--- src/rtl/imu.sv ---
// imu: 4-lane x 32-bit unsigned row scaled by a 32-bit scalar, 2-cycle pipeline.
// Optional build macro IMU_SATURATE_EN clamps overflowing lanes to 0xFFFFFFFF instead of wrapping.
module imu (
  input  logic         clk,
  input  logic         rst,
  input  logic [31:0]  value,
  input  logic [127:0] row,
  output logic [127:0] data,
  output logic         CBB_valid
);

  logic [31:0] value_reg;
  logic [1:0]  fill_reg;

  always_ff @(posedge clk or negedge rst) begin
    if (!rst) begin
      value_reg <= '0;
      fill_reg  <= '0;
    end else begin
      value_reg <= value;
      fill_reg  <= {fill_reg[0], 1'b1};
    end
  end

  assign CBB_valid = fill_reg[1];

  genvar gi;
  generate
    for (gi = 0; gi < 4; gi++) begin : g_lane
      logic [31:0] row_reg;
      logic [31:0] lane_reg;
      logic [31:0] lane_next;

`ifdef IMU_SATURATE_EN
      logic [63:0] product;
      always_comb begin
        product   = {32'd0, value_reg} * {32'd0, row_reg};
        lane_next = (|product[63:32]) ? 32'hFFFF_FFFF : product[31:0];
      end
`else
      // 32-bit context keeps only the low half: modulo 2^32 wrap.
      always_comb begin
        lane_next = value_reg * row_reg;
      end
`endif

      always_ff @(posedge clk or negedge rst) begin
        if (!rst) begin
          row_reg  <= '0;
          lane_reg <= '0;
        end else begin
          row_reg  <= row[32*gi +: 32];
          lane_reg <= lane_next;
        end
      end

      assign data[32*gi +: 32] = lane_reg;
    end
  endgenerate

endmodule

--- config.mk ---
export PLATFORM = sky130hd
export DESIGN_NAME = imu
export DESIGN_NICKNAME = d
export VERILOG_FILES = /design/src/rtl/imu.sv
export SDC_FILE = /design/constraint.sdc
export NUM_CORES = 2
export LEC_CHECK = 0
export ABC_AREA = 1
export BUFFER_PORTS_ARGS = -buffer_cell sky130_fd_sc_hd__buf_2
export CAP_MARGIN = 10
export CORE_MARGIN = 10
export CORE_UTILIZATION = 55
export CTS_CLUSTER_SIZE = 12
export DETAILED_ROUTE_END_ITERATION = 8
export PLACE_DENSITY_LB_ADDON = 0.25
export SYNTH_ARGS = -nofsm -noshare
export SYNTH_HDL_FRONTEND = slang
export SYNTH_SLANG_ARGS = --single-unit
--- constraint.sdc ---
create_clock -name clk -period 6.3 [get_ports clk]
set_input_delay 1.26 -clock clk [delete_from_list [all_inputs] [get_ports clk]]
set_output_delay 1.26 -clock clk [all_outputs]
set_load 0.01 [all_outputs]
# Word-level counts from Yosys, hierarchy flattened
# Index checks and enable logic that the tools add are counted.
[op_classes] mul=4
[op_table] operator="32-bit by 32-bit multiplier with 32-bit output" n=4
[totals] inputBits=162 out_inout_bits=129 elab_cells=14 register_bits=290

# Longest topological paths before layout
[depth] ltp_word=1 ltp_mapped=36 ltp_nobuf=33

# Worst setup path before layout
# OpenSTA, ideal clock, no wires.
[synth_path] kind="register to register" start="register value_reg[9]" end="register g_lane[3].lane_reg[28]" n_path_buf=3 path_stages_with_launch=27 slack_ns=-0.294 setup_time_ns=0.128 required_ns=6.172 period_less_slack_ns=6.594 arrival_time_ns=6.466 cell_sequence="dfrtp_1 buf_2 buf_1 buf_1 nand2_1 fa_1 inv_1 fa_1 fa_1 inv_1 fa_1 inv_1 fa_1 inv_1 fa_1 inv_1 fa_1 fa_1 ha_1 nand2_1 nor4_1 nand4_1 nand3_1 nand2_1 nand2_1 a21oi_1 xor2_1"
[synth_between] elab_chain_len=1
[synth_rtl] item="start: declaration" line="12" text="logic [31:0] value_reg;"
[synth_rtl] item="start signal: assignment" line="20" text="value_reg <= value;"
[synth_rtl] item="32-bit by 32-bit multiplier with 32-bit output" line="43" text="lane_next = value_reg * row_reg;"
[synth_rtl] item="named net g_lane[3].lane_next[28]" line="32" text="logic [31:0] lane_next;"
[synth_rtl] item="end signal: assignment" line="53" text="lane_reg <= lane_next;"
[synth_rtl] item="end: declaration" line="31" text="logic [31:0] lane_reg;"
# The timed path passes the listed nets, and every way through them passes these cells.

# Worst setup path in the final report
[layout_path] start="register value_reg[19]" end="register g_lane[1].lane_reg[31]"
[layout_between] elab_chain_len=1
[layout_rtl] item="32-bit by 32-bit multiplier with 32-bit output" line="43"
[layout_rtl] item="named net g_lane[1].lane_next[31]" line="32"
[layout_rtl] item="end signal: assignment" line="53"
[layout_rtl] item="end: declaration" line="31"
# The timed path passes the listed nets, and every way through them passes these cells.

==> key figures <==
Outcome
  – Outcome: complete, but fails checks
  – Failing checks: negative setup slack

Floorplanning
  – Die area: 0.1491 sq mm
  – Die Span X: 386.1 um
  – Row count: 134
  – Die Y: 386.1 um
  – Ports: 291
  – Starting density of the core: 0.5530
  – Core area: 0.1333 sq mm

Logic synthesis
  – Share of the yosys chip area belonging to registers: 0.09846
  – Synthesized area per cell: 8.016 sq um
  – Top-count cell post-synth: inv_1
  – Total number of yosys warnings: 0
  – Async SR Flop Fraction: 1.000
  – Share of the synthesized area in the top cell type: 0.4433
  – Ranking of synthesized cells by area: fa_1 44%, inv_1 15%, nand2_1 14%, dfrtp_1 9.8%, ha_1 8.4%
  – Synth area leader: fa_1
  – Post-synth EDFFs: 0
  – Syn Inst Count: 9195
  – Most common library cells after synthesis: 2920 x inv_1, 2664 x nand2_1, 1632 x fa_1
  – Synth unique cells: 51
  – Mapped cell area: 0.07370 sq mm
  – Yosys reg bits: 290
  – Top_reg_cell synth: dfrtp_1
  – Syn_nets: 11480

Clock tree
  – Root buf cell: clkbuf_16
  – TritonCTS Buffers: 39
  – Hold-fix buffers, CTS: 0
  – CTS tree: done
  – Clk_lat worst skew: 650 ps
  – # clock sinks: 290
  – Reg clk slew, reported paths: 60 ps
  – H-tree depth: 2
  – Clock Path Buffers: 3

Placed design
  – Routability Congestion: 0.9509
  – Port bufs: 290
  – Post-Place Worst Slack: -369.2 ps
  – Final HPWL DP: 174300 um
  – Cell Count Post-Placement: 11490

Global routing
  – Number of global-route vias before repair: 63470
  – Largest net degree at the start of global routing: 103
  – Initial antenna violation count: 8
  – GRT Util Overall: 0.2893
  – Gr ovfl total: 0
  – First-pass GRT wire length: 339500 um

Worst setup path
  – CP most frequent cell: fa_1
  – WP buf/inv: 7
  – Crit path max-delay family: adder cells
  – CP cell instances: buf_6, buf_12, nand2_1, inv_1, fa_1, inv_1, fa_1, fa_2, fa_1, inv_1, fa_1, fa_1, fa_1, fa_1, ha_4, a21oi_1, o21ai_0, a21oi_1, o2111ai_1, nor2_1, buf_4, inv_1, nand2_1, nand2_1
  – Delay of the slowest critical-path stage: 580 ps
  – CP required: 6800 ps
  – CP max FO: 8
  – CP Data Arrival Time: 7160 ps
  – CP max stage cell: fa_1
  – Worst setup path class: reg2reg
  – Crit path launch type: flop
  – Critical Path End Type: flop

Hold path
  – Min-Delay Path Class: reg2reg

Routing
  – DR pass1 iterations: 8
  – Routed len/inst: 18.26 um
  – Via density: 5.070
  – Vias: 58790
  – Starting DRT DRC Count: 4704
  – DRC viols: 0
  – WL final: 211700 um
  – Antenna-violating nets left: 0

STA
  – Final setup vio count: 45
  – Slew HR: 0.4386
  – Hold Vio Cnt, Final: 0
  – Final Skew: 41.69 ps
  – Measured slew at the worst slew-check pin: 842.1 ps
  – RSZ-0062 raised after global routing: true
  – Setup TNS: -7057 ps
  – Fmax: 150.3 MHz
  – Pins Over Slew Limit: 0
  – Setup slack after layout: -354.5 ps
  – Fin crit period: 6654 ps
  – Period utilization: 1.056

Job
  – Maximum capacitance violations: 0

Layout
  – Fin util: 0.6448
  – Share of post-route cells with drive strength above 1: 0.1452
  – Fin cells: 11600
  – # nets final: 12090
  – Area grow syn2layout: 16.61%
## worst register-to-register path, stage by stage, from the launching register on
cell and delay (ps):
dfrtp_2 480, buf_6 150, buf_12 140, nand2_1 70
inv_1 50, fa_1 510, inv_1 60, fa_1 500
fa_2 470, fa_1 560, inv_1 60, fa_1 490
fa_1 580, fa_1 470, fa_1 570, ha_4 220
a21oi_1 220, o21ai_0 190, a21oi_1 200, o2111ai_1 120
nor2_1 100, buf_4 150, inv_1 50, nand2_1 60
nand2_1 50
## routing by layer
metal	GRT usage	vias up	part of all wire
met5	0	-	0.00034
met4	0.09363	10	0.037
met3	0.05662	428	0.089
met2	0.4712	2257	0.47
met1	0.3891	29560	0.41
li1	-	26530	-
## stage by stage
stage               hold slack, ps  instance area [sq um]
global placement             334.2                  82680
CTS                          359.5                  84670
detailed placement           344.9                  82680
floorplan                    331.2                  74070
global route                 368.5                  85940
finish                       349.0                  85950
## placed cells by master, fill, tap and decap left out, drive strengths merged, types with 8 or more instances in the layout
cell / instances
xnor2: 88
nand2: 2671
nand3: 137
buf: 1001
a31oi: 9
clkbuf: 53
clkinv: 8
nor3: 11
xor2: 124
inv: 2931
a21oi: 124
nand4: 15
dfrtp: 290
fa: 1632
o21ai: 63
nor2: 79
a21o: 14
nand3b: 28
ha: 492
## final timing paths
check	from	end	slack, ps	cells past startpoint
max in group asynchronous	rst	g_lane[0].lane_reg[30]	4580	2
max reg2reg	value_reg[19]	g_lane[1].lane_reg[31]	-350	24
max	value_reg[19]	g_lane[1].lane_reg[31]	-350	24
min reg2reg	fill_reg[0]	fill_reg[1]	350	0
min	fill_reg[0]	fill_reg[1]	350	0
min in group asynchronous	rst	g_lane[1].row_reg[14]	570	1
## timing repair
item                                    4_1_cts  5_1_grt
gates cloned                                  2        3
pin swaps                                    45       56
gates resized for setup                     125      241
setup buffers                                16       14
endpoints found under the setup margin       53       70
## kinds of logic (layout without fill, tap and decap cells)
group | after synthesis | count (layout) | synth area share
compound gates | 246 | 246 | 0.01990
xor+xnor | 212 | 212 | 0.02540
fa+ha+maj | 2124 | 2124 | 0.5268
buf+inv | 3369 | 3999 | 0.1735
flops | 290 | 290 | 0.09846
other cells | 1 | 4 | 0.00005088
simple gates | 2953 | 2953 | 0.1559
## cell type report
cell class                      instances  area [sq um]
Fill cell                           11210         47340
Multi-Input combinational cell       5536         55370
Antenna cell                            3         7.507
Clock inverter                         16         171.4
Inverter                             2928         10990
Sequential cell                       290          7322
Tap cell                             1768          2212
Timing Repair Buffer                 1005          8823
Clock buffer                           50          1047
Power is left out: the tool's default activity adds up to more than one toggle a clock period on the data nets, which glitch-free logic cannot reach.
